`src/rtl/quadenc_pkg.sv`:
```
// Shared quadrature encoder definitions: position count, step codes and
// accumulator saturation limits.
package quadenc_pkg;

   localparam int POSITIONS_DEF = 24;

   typedef enum logic [1:0] {
      STEP_NONE,
      STEP_UP,
      STEP_DOWN,
      STEP_ERR
   } step_t;

   function automatic int sat_hi(input int w);
      return (1 << (w - 1)) - 1;
   endfunction

   function automatic int sat_lo(input int w);
      return -(1 << (w - 1));
   endfunction

endpackage

```
`src/rtl/quadenc_step_detect.sv`:
```
// Classifies each change of the wrapping position count as a single step,
// no step, or an illegal jump.
module quadenc_step_detect
   import quadenc_pkg::*;
#(
   parameter int POSITIONS = POSITIONS_DEF
) (
   input  logic       clk,
   input  logic       rst_n,
   input  logic [5:0] pos_in,
   output step_t      step
);

   localparam logic [5:0] PMAX = 6'(POSITIONS - 1);

   logic [5:0] pos_last;
   logic       primed;
   logic [5:0] up_pos;
   logic [5:0] dn_pos;

   always_comb begin
      up_pos = (pos_last == PMAX) ? 6'd0 : pos_last + 6'd1;
      dn_pos = (pos_last == 6'd0) ? PMAX : pos_last - 6'd1;
      step   = STEP_NONE;
      if (!primed || pos_in == pos_last)
         step = STEP_NONE;
      // an out-of-range pos_last (after resync) has no legal neighbours
      else if (pos_in > PMAX || pos_last > PMAX)
         step = STEP_ERR;
      else if (pos_in == up_pos)
         step = STEP_UP;
      else if (pos_in == dn_pos)
         step = STEP_DOWN;
      else
         step = STEP_ERR;
   end

   always_ff @(posedge clk) begin
      if (!rst_n) begin
         pos_last <= '0;
         primed   <= 1'b0;
      end else begin
         pos_last <= pos_in;
         primed   <= 1'b1;
      end
   end

endmodule

```
`src/rtl/quadenc_delta.sv`:
```
// Signed step accumulator with read-and-clear snapshot and level irq.
// Optional idle "rotation stopped" irq term: define QUADENC_DELTA_IDLE_EN.
module quadenc_delta
   import quadenc_pkg::*;
#(
   parameter int POSITIONS   = POSITIONS_DEF,
   parameter int DELTA_W     = 8,
   parameter int IRQ_THRESH  = 1,
   parameter int IDLE_CYCLES = 50000
) (
   input  logic                      clk,
   input  logic                      rst_n,
   input  logic [5:0]                pos_in,
   input  logic                      rd_req,
   output logic                      rd_ack,
   output logic signed [DELTA_W-1:0] delta_out,
   output logic                      err_out,
   output logic                      sat_out,
   output logic                      irq
);

   localparam logic signed [DELTA_W-1:0] ACC_MAX = DELTA_W'(sat_hi(DELTA_W));
   localparam logic signed [DELTA_W-1:0] ACC_MIN = DELTA_W'(sat_lo(DELTA_W));
   localparam logic signed [DELTA_W:0]   THR     = (DELTA_W+1)'(IRQ_THRESH);

   step_t                      step;
   logic signed [DELTA_W-1:0]  acc;
   logic signed [DELTA_W-1:0]  acc_step;
   logic signed [DELTA_W-1:0]  acc_new;
   logic signed [DELTA_W:0]    acc_ext;
   logic                       err;
   logic                       sat;
   logic                       err_cyc;
   logic                       sat_cyc;
   logic                       err_new;
   logic                       sat_new;
   logic                       sat_hit;
   logic                       mag_hit;
   logic                       idle_hit;

   quadenc_step_detect #(
      .POSITIONS(POSITIONS)
   ) u_step (
      .clk   (clk),
      .rst_n (rst_n),
      .pos_in(pos_in),
      .step  (step)
   );

   always_comb begin
      acc_step = acc;
      sat_hit  = 1'b0;
      unique case (step)
         STEP_UP: begin
            if (acc == ACC_MAX) sat_hit = 1'b1;
            else acc_step = acc + DELTA_W'(1);
         end
         STEP_DOWN: begin
            if (acc == ACC_MIN) sat_hit = 1'b1;
            else acc_step = acc - DELTA_W'(1);
         end
         default: ;
      endcase
      err_cyc = err | (step == STEP_ERR);
      sat_cyc = sat | sat_hit;
      // a read snapshots this cycle's events, so the live state restarts at 0
      acc_new = rd_req ? '0 : acc_step;
      err_new = err_cyc & ~rd_req;
      sat_new = sat_cyc & ~rd_req;
      acc_ext = {acc_new[DELTA_W-1], acc_new};
      mag_hit = (acc_ext >= THR) || (acc_ext <= -THR);
   end

`ifdef QUADENC_DELTA_IDLE_EN
   localparam int IW = $clog2(IDLE_CYCLES + 1);
   localparam logic [IW-1:0] IDLE_MAX = IW'(IDLE_CYCLES);

   logic [IW-1:0] idle;
   logic [IW-1:0] idle_new;

   always_comb begin
      if (rd_req || step == STEP_UP || step == STEP_DOWN)
         idle_new = '0;
      else if (idle == IDLE_MAX)
         idle_new = idle;
      else
         idle_new = idle + IW'(1);
      idle_hit = (acc_new != '0) && (idle_new == IDLE_MAX);
   end

   always_ff @(posedge clk) begin
      if (!rst_n) idle <= '0;
      else idle <= idle_new;
   end
`else
   assign idle_hit = 1'b0;
`endif

   always_ff @(posedge clk) begin
      if (!rst_n) begin
         acc       <= '0;
         err       <= 1'b0;
         sat       <= 1'b0;
         rd_ack    <= 1'b0;
         delta_out <= '0;
         err_out   <= 1'b0;
         sat_out   <= 1'b0;
         irq       <= 1'b0;
      end else begin
         acc    <= acc_new;
         err    <= err_new;
         sat    <= sat_new;
         rd_ack <= rd_req;
         irq    <= mag_hit | err_new | sat_new | idle_hit;
         if (rd_req) begin
            delta_out <= acc_step;
            err_out   <= err_cyc;
            sat_out   <= sat_cyc;
         end
      end
   end

endmodule
```
`config.mk`:
```
export PLATFORM = sky130hd
export DESIGN_NAME = quadenc_delta
export DESIGN_NICKNAME = d
export VERILOG_FILES = /design/src/rtl/quadenc_pkg.sv /design/src/rtl/quadenc_step_detect.sv /design/src/rtl/quadenc_delta.sv
export SDC_FILE = /design/constraint.sdc
export NUM_CORES = 1
export LEC_CHECK = 0
export BUFFER_PORTS_ARGS = -buffer_cell sky130_fd_sc_hd__buf_2
export CAP_MARGIN = 20
export CORE_UTILIZATION = 57
export CTS_BUF_LIST = sky130_fd_sc_hd__clkbuf_4
export CTS_CLUSTER_SIZE = 25
export DETAILED_ROUTE_END_ITERATION = 12
export GPL_ROUTABILITY_DRIVEN = 0
export MAX_ROUTING_LAYER = met4
export PLACE_DENSITY_LB_ADDON = 0.08
export SYNTH_ARGS = -nofsm -noshare
export SYNTH_HDL_FRONTEND = slang
export SYNTH_HIERARCHICAL = 1
export SYNTH_SLANG_ARGS = --single-unit
```
`constraint.sdc`:
```
create_clock -name clk -period 10.4 [get_ports clk]
set_clock_uncertainty 0.2 [all_clocks]
set_input_delay 2.6 -clock clk [delete_from_list [all_inputs] [get_ports clk]]
set_output_delay 2.6 -clock clk [all_outputs]
set_load 0.005 [all_outputs]
```
==> run_results.csv, run 1 <==
group,metric,value,unit
power_and_ir_drop,peakVddDrop,0.00009493,V
power_and_ir_drop,power.switching,0.00007882,W
floorplan,std_cell_rows,20,
clocking,h-tree-depth,2,
setup_path,end_kind,"flip-flop",
timing,maxSlewHeadroom,43.31,%
global_routing,antenna_found_initial,0,
power_and_ir_drop,p_sw_share,28.65,%
placed_design,place_hpwl,3115,microns
cells_and_area,drive_gt1_share,15.19,%
timing,hold_violations,0,
setup_path,required,10.45,ns
global_routing,grtUsageMet3,5.459,%
setup_path,cp_slowest_cell,"or4_1",
floorplan,die_height,59.00,microns
floorplan,initial_core_util,60.16,%
timing,report.final.slew_viol_count,0,
timing,worst_pin_slew,0.8426,ns
synth,synth-edff-count,0,
synth,syn_area,1852,sq um
cells_and_area,n_antenna_cell,0,
synth,async_flop_share,0,%
routing,postRouteAntennaNets,0,
power_and_ir_drop,p_int,0.0001963,W
power_and_ir_drop,seqPwrFrac,45.2,%
clocking,clkLatencyLatePin,0.32,ns
routing,post_drt_wl_per_cell,14.89,microns
routing,drt-pass1-iter-count,4,
timing,min_period,5.520,ns
cells_and_area,ff_latch_area,580.6,sq um
synth,synth.avg_cell_area,8.267,sq um
clocking,clk_pin_slew,0.09,ns
synth,synth_area_leaders,"dfxtp_1, nor2_1, ha_1",
run,maxCapViolCount,0,
placed_design,place_area,1933,sq um
clocking,cts_setup_buffers,0,
cells_and_area,areaGrowthSynthToFinish,8.649,%
cells_and_area,final_area,2012,sq um
synth,synth-main-ff-cell,"dfxtp_1",
floorplan,die_w,59.00,microns
floorplan,ios,21,
setup_path,cpPeakStageDelay,0.60,ns
routing,vias,1722,
synth,yosysSeqAreaShare,31.35,%
synth,synth_top_area_share,31.35,%
synth,synth_nets,241,
global_routing,grt-busiest-layer,"met2",
global_routing,grt_pass1_wl,7038,microns
status,outcome,"finished clean",
floorplan,die_area,3480,sq um
synth,yosysUniqueCellTypes,52,
setup_path,critPathMostFrequentCell,"a31oi_1",
global_routing,grt_max_degree,23,
timing,totalNegativeSetupSlack,0,ns
cells_and_area,nFillCells,262,
cells_and_area,instances_no_fill,281,
global_routing,met1_usage,31.34,%
power_and_ir_drop,power_density,136.7,nW/um^2
timing,rsz0062_at_grt,"false",
clocking,clockBufferDepth,2,
floorplan,core-area,3078,sq um
routing,wl,4184,microns
placed_design,placedCellCount,273,
power_and_ir_drop,p_leak,0.8070,nW
power_and_ir_drop,power,0.0002751,W
power_and_ir_drop,clkPwrFrac,32.6,%
synth,netlist_instances,224,
setup_path,cp.arrival,5.57,ns
worst_hold_path,min_path_type,"reg -> reg",
synth,synth_area_leader_cell,"dfxtp_1",
setup_path,cp_max_fo,18,
clocking,cts_hold_buf,0,
synth,yosys_register_bits,29,
routing,vias_per_cell,6.128,
cells_and_area,layout.nets,253,
clocking,numCtsBuffers,5,
power_and_ir_drop,power_frac_comb,22.2,%
synth,ys_warn_count,6,
global_routing,grt_overflow_total,0,
timing,hold_ws,0.2820,ns
global_routing,grt_pass1_vias,1603,
timing,finalCritPeriodShare,53.08,%
routing,drtIter0Drc,110,
timing,setup_viol,0,
routing,drc,0,
setup_path,path_delay_family,"simple AND/OR/NAND/NOR gates",
setup_path,worstSetupStartpointType,"primary input",
clocking,ctsResizeCount,0,
setup_path,worst-path-buf-inv,2,
clocking,cts_root_buf,"clkbuf_4",
cells_and_area,multiInputGateArea,1152,sq um
setup_path,path_cells,"buf_2, xnor2_1, xor2_1, nand2_1, nor4_1, a31oi_1, inv_1, ha_1, or4_1, a21oi_2, a311oi_2, and4_1, a31oi_1",
global_routing,grt.total_usage,27.84,%
clocking,cts_sinks,29,
global_routing,met2_usage,46.43,%
clocking,cts_tree,"built",
cells_and_area,final_common_cell,"nor2_1",
cells_and_area,final_cell_mix,"nor2_1, dfxtp_1, buf_2, inv_1, a211oi_1",
setup_path,worst-setup-path-type,"in -> reg",
placed_design,portBuffers,20,
timing,timing.fmax,181.1,MHz
-- cell type report --
type / count / share of cell area, %
timing repair buffer: 20 / 4.975
clock inverter: 2 / 1.679
tap: 44 / 2.736
inverter: 12 / 2.239
multi-input combinational: 168 / 57.28
sequential: 29 / 28.86
clock buffer: 6 / 2.239
-- sequential cells by signal, indices dropped and copies added, names as in the netlist --
signal,flops
delta_out,8
rd_ack,1
u_step/primed,1
irq,1
acc,8
sat_out,1
err_out,1
u_step/pos_last,6
sat,1
err,1
-- worst register-to-register path, stage by stage (launching register included) --
cell and delay [ns]:
dfxtp_1 0.46, inv_1 0.12, ha_1 0.26, or4_1 0.48, a21o_1 0.18, a31oi_1 0.27, inv_1 0.08, ha_1 0.66
inv_1 0.26, a31oi_1 0.20, a2bb2oi_1 0.28, and4_1 0.23, a31oi_1 0.08
-- kinds of logic (layout without fill, tap and decap cells) --
group,count (synthesis),after routing,synth area share [%]
buf+inv,27,40,6.419
fa+ha+maj,8,8,5.406
mux,5,5,2.703
xor+xnor,14,14,6.622
flops,29,29,31.35
simple gates,86,86,24.73
compound gates,55,55,22.77
-- power by group through the flow --
stage	registers (W)	logic [W]	clock network (W)
after global routing	0.000125	0.0000678	0.0000984
after global placement	0.000126	0.0000584	0
after floorplan	0.000124	0.0000481	0
after detailed placement	0.000127	0.0000601	0
final	0.000124	0.0000611	0.0000898
after CTS	0.000124	0.0000604	0.0000922
-- metrics by stage --
stage               worst slack, ns  utilization (%)
detailed placement            4.588            62.80
global route                  4.640            65.37
CTS                           4.930            65.37
global placement              4.684            62.80
floorplan                     4.927                -
finish                        4.880            65.37
-- synthesized netlist by cell type, drive strengths merged (2+ instances only) --
cell / instances
a31oi: 5
a311oi: 3
mux2i: 5
nor4: 2
o31a: 2
a221oi: 2
nor3: 6
or4: 3
clkbuf: 11
xnor2: 9
xor2: 5
o31ai: 5
nor3b: 2
a211oi: 11
nand4b: 2
nand2b: 2
inv: 11
or3: 2
nor2: 32
ha: 8
nand3: 8
nand4: 5
and2: 7
o21ai: 8
a2bb2oi: 2
nand2: 9
dfxtp: 29
o22a: 2
buf: 4
a21oi: 8
-- final timing paths --
| path | from | cells after the start | slack, ns | endpoint |
|---|---|---|---|---|
| max reg2reg | u_step/pos_last[0]$_SDFF_PN0_ | 12 | 6.53 | irq$_SDFF_PN0_ |
| max | pos_in[2] | 13 | 4.88 | irq$_SDFF_PN0_ |
| min reg2reg | delta_out[2]$_SDFFE_PN0P_ | 2 | 0.28 | delta_out[2]$_SDFFE_PN0P_ |
| min | delta_out[2]$_SDFFE_PN0P_ | 2 | 0.28 | delta_out[2]$_SDFFE_PN0P_ |
-- per-layer routing --
metal  vias to the layer above  wire, microns
met5                         -              0
met3                        17            179
met1                       810           1685
li1                        837              -
met4                         0            173
met2                        58           2145
(Power assumes the default switching activity.)
==> run 2: changes to the inputs <==
--- a/config.mk
+++ b/config.mk
@@ -5,6 +5,7 @@
 export SDC_FILE = /design/constraint.sdc
 export NUM_CORES = 1
 export LEC_CHECK = 0
+export ABC_AREA = 1
 export BUFFER_PORTS_ARGS = -buffer_cell sky130_fd_sc_hd__buf_2
 export CAP_MARGIN = 20
 export CORE_UTILIZATION = 57
==> constraint.sdc (replaced) <==
create_clock -name clk -period 5.7 [get_ports clk]
set_clock_uncertainty 0.2 [all_clocks]
set_input_delay 1.425 -clock clk [delete_from_list [all_inputs] [get_ports clk]]
set_output_delay 1.425 -clock clk [all_outputs]
set_load 0.005 [all_outputs]
==> run 2 against run 1 <==
  * Largest power group unchanged
  * Critical path depth increased by 2
  * Synthesized cell count increased by 46%
  * Register-to-register slack got worse by 4.3 ns
  * First-iteration DRC count increased by 16%
  * Setup slack got worse by 2.9 ns
  * Combinational power increased by 130%
==> run_results.csv, run 2 <==
group,metric,value,unit
clocking,clockBufferDepth,2,
setup_path,cpPeakStageDelay,0.44,ns
global_routing,grt_overflow_total,0,
timing,setup_viol,0,
synth,synth_area_leaders,"dfxtp_1, nand2_1, nand3_1",
timing,timing.fmax,266.2,MHz
synth,synth-main-ff-cell,"dfxtp_1",
power_and_ir_drop,p_leak,1.150,nW
setup_path,path_delay_family,"compound AO/OA/AOI/OAI gates",
synth,yosysUniqueCellTypes,31,
cells_and_area,final_cell_mix,"nand2_1, nand3_1, inv_1, nor2_1, dfxtp_1",
global_routing,grt.total_usage,29.65,%
setup_path,cp_max_fo,9,
timing,min_period,3.757,ns
floorplan,die_height,61.84,microns
clocking,clk_pin_slew,0.10,ns
routing,drtIter0Drc,128,
status,outcome,"finished clean",
setup_path,crit_start,"pos_in[4]",
global_routing,grt_pass1_vias,1703,
cells_and_area,layout.nets,363,
synth,synth-xor-area-share,2.575,%
setup_path,r2r_start,"u_step/pos_last[0]$_SDFF_PN0_",
timing,worst_pin_slew,0.3868,ns
setup_path,worst-path-buf-inv,3,
setup_path,endpoint,"irq$_SDFF_PN0_",
setup_path,cp_slowest_cell,"ha_1",
synth,synth_top_area_share,28.45,%
routing,drc,0,
routing,wl,4858,microns
setup_path,end_kind,"flip-flop",
power_and_ir_drop,peakVddDrop,0.0001581,V
setup_path,cp.depth,15,
floorplan,core-area,3390,sq um
setup_path,reg2reg_depth,16,
cells_and_area,largestRegisters,"acc: 8 flops, delta_out: 8 flops, u_step/pos_last: 6 flops",
placed_design,pre_cts_slack,1.637,ns
floorplan,die_w,61.84,microns
setup_path,reg2reg_slack,2.26,ns
routing,vias_per_cell,5.333,
timing,rsz0062_at_grt,"false",
setup_path,required,5.73,ns
cells_and_area,n_antenna_cell,0,
timing,hold_violations,0,
synth,ys_warn_count,6,
clocking,h-tree-depth,2,
setup_path,worstReg2RegEnd,"irq$_SDFF_PN0_",
cells_and_area,nFillCells,325,
timing,worst_slack,1.943,ns
synth,syn_area,2041,sq um
cells_and_area,drive_gt1_share,14.12,%
floorplan,initial_core_util,60.21,%
clocking,numCtsBuffers,5,
synth,synth_compound_area_share,10.06,%
clocking,clkLatencyLatePin,0.34,ns
setup_path,worstSetupStartpointType,"primary input",
clocking,cts_tree,"built",
routing,post_drt_wl_per_cell,12.36,microns
synth,netlist_instances,326,
global_routing,grt_max_degree,21,
synth,synth_nets,343,
placed_design,portBuffers,20,
global_routing,grt_pass1_wl,7893,microns
floorplan,std_cell_rows,21,
synth,yosys_register_bits,29,
run,maxCapViolCount,0,
synth,synth_area_leader_cell,"dfxtp_1",
floorplan,ios,21,
synth,async_flop_share,0,%
setup_path,worst-setup-path-type,"in -> reg",
synth,synth_fa_ha_area_share,4.905,%
worst_hold_path,min_path_type,"reg -> reg",
timing,report.final.slew_viol_count,0,
timing,maxSlewHeadroom,74.19,%
power_and_ir_drop,power_density,238.4,nW/um^2
clocking,cts_setup_buffers,0,
routing,postRouteAntennaNets,0,
synth,muxShareOfSynthArea,0,%
timing,finalCritPeriodShare,65.92,%
routing,drt-pass1-iter-count,5,
synth,synth_top_family_by_area,"simple AND/OR/NAND/NOR gates",
setup_path,path_cells,"buf_2, xor2_1, a21oi_1, o211ai_1, nor2_1, a21oi_1, inv_1, ha_1, clkinv_1, nand2_1, nand2_1, o21bai_1, nand3_1, nor2_2, a21oi_2",
clocking,ctsResizeCount,0,
global_routing,antenna_found_initial,0,
synth,synth-edff-count,0,
synth,synth_common_cells,"nand2_1, nand3_1, inv_1",
clocking,cts_root_buf,"clkbuf_4",
synth,synth.avg_cell_area,6.260,sq um
synth,synthMostInstantiatedCell,"nand2_1",
setup_path,cp.arrival,3.79,ns
timing,totalNegativeSetupSlack,0,ns
cells_and_area,final_core_util,66.30,%
clocking,cts_hold_buf,0,
synth,yosysSeqAreaShare,28.45,%
cells_and_area,final_common_cell,"nand2_1",
synth,synth-simple-area-share,44.27,%
cells_and_area,areaGrowthSynthToFinish,10.12,%
clocking,cts_sinks,29,
routing,vias,2096,
placed_design,place_hpwl,3772,microns
floorplan,die_area,3824,sq um
## run 2: cell count changes in the layout (fill, tap and decap cells not counted), sizes merged, moves of 3 or more
cell,previous run,this run
a311oi,3,0
a211oi,11,0
o21ai,8,20
o31ai,5,0
nand3,8,47
xnor2,9,3
nand4,5,9
inv,11,44
nand2,9,94
mux2i,5,0
or4,3,0
and2,7,0
nor2,32,43
nor3,6,1
## run 2: power breakdown
group	internal, W	switching [W]
logic	0.0000488	0.0000901
clock network	0.0000907	0.0000769
registers	0.000216	0.0000130
total	0.000356	0.000180
## run 2: cell families after synthesis
kind of cell    count (synthesis)
simple gates                  195
xor+xnor                        6
compound gates                 36
flops                          29
buf+inv                        52
fa+ha+maj                       8
## run 2: how the worst min path moves through the flow
| stage | from | endpoint | slack, ns | depth (start not counted) |
|---|---|---|---|---|
| 6_report | delta_out[2]$_SDFFE_PN0P_ | delta_out[2]$_SDFFE_PN0P_ | 0.28 | 2 |
| 2_1_floorplan | err$_SDFF_PN0_ | err_out$_SDFFE_PN0P_ | 0.25 | 2 |
| 4_1_cts | delta_out[2]$_SDFFE_PN0P_ | delta_out[2]$_SDFFE_PN0P_ | 0.28 | 2 |
| 3_5_place_dp | delta_out[2]$_SDFFE_PN0P_ | delta_out[2]$_SDFFE_PN0P_ | 0.27 | 2 |
| 5_1_grt | delta_out[2]$_SDFFE_PN0P_ | delta_out[2]$_SDFFE_PN0P_ | 0.32 | 2 |
| 3_3_place_gp | delta_out[2]$_SDFFE_PN0P_ | delta_out[2]$_SDFFE_PN0P_ | 0.26 | 2 |
## run 2: area by class of cell
class                           instances  area (sq um)  area share, %
Sequential cell                        29         580.6          25.84
Clock inverter                          3         41.29          1.837
Timing Repair Buffer                   20         100.1          4.454
Clock buffer                            5         37.54          1.670
Tap cell                               46         57.56          2.561
Inverter                               45         168.9          7.517
Multi-Input combinational cell        245          1261          56.12
## run 2: tightest hold or removal path: stages, from the launching register on
cell,delay [ns]
dfxtp_1,0.32
nand3_1,0.07
nand2_1,0.05
## run 2: routing by layer
| layer | routed length [microns] | track usage, % | part of all wire, % | up-vias |
|---|---|---|---|---|
| li1 | - | - | - | 1085 |
| met1 | 2460 | 43.45 | 51 | 925 |
| met2 | 1948 | 38.86 | 40 | 78 |
| met3 | 383 | 8.282 | 7.9 | 8 |
| met4 | 65 | 8.571 | 1.3 | 0 |
| met5 | 0 | - | 0 | - |
## run 2: metrics by stage
stage          total power [W]  hold slack [ns]  std cells  instance area, sq um
5_1_grt              0.0005683           0.3163        393                  2247
3_3_place_gp         0.0003678           0.2584        385                  2168
3_5_place_dp         0.0003698           0.2697        385                  2168
4_1_cts              0.0005379           0.2834        393                  2247
6_report             0.0005356           0.2788        393                  2247
2_1_floorplan        0.0003324           0.2496        326                  2041
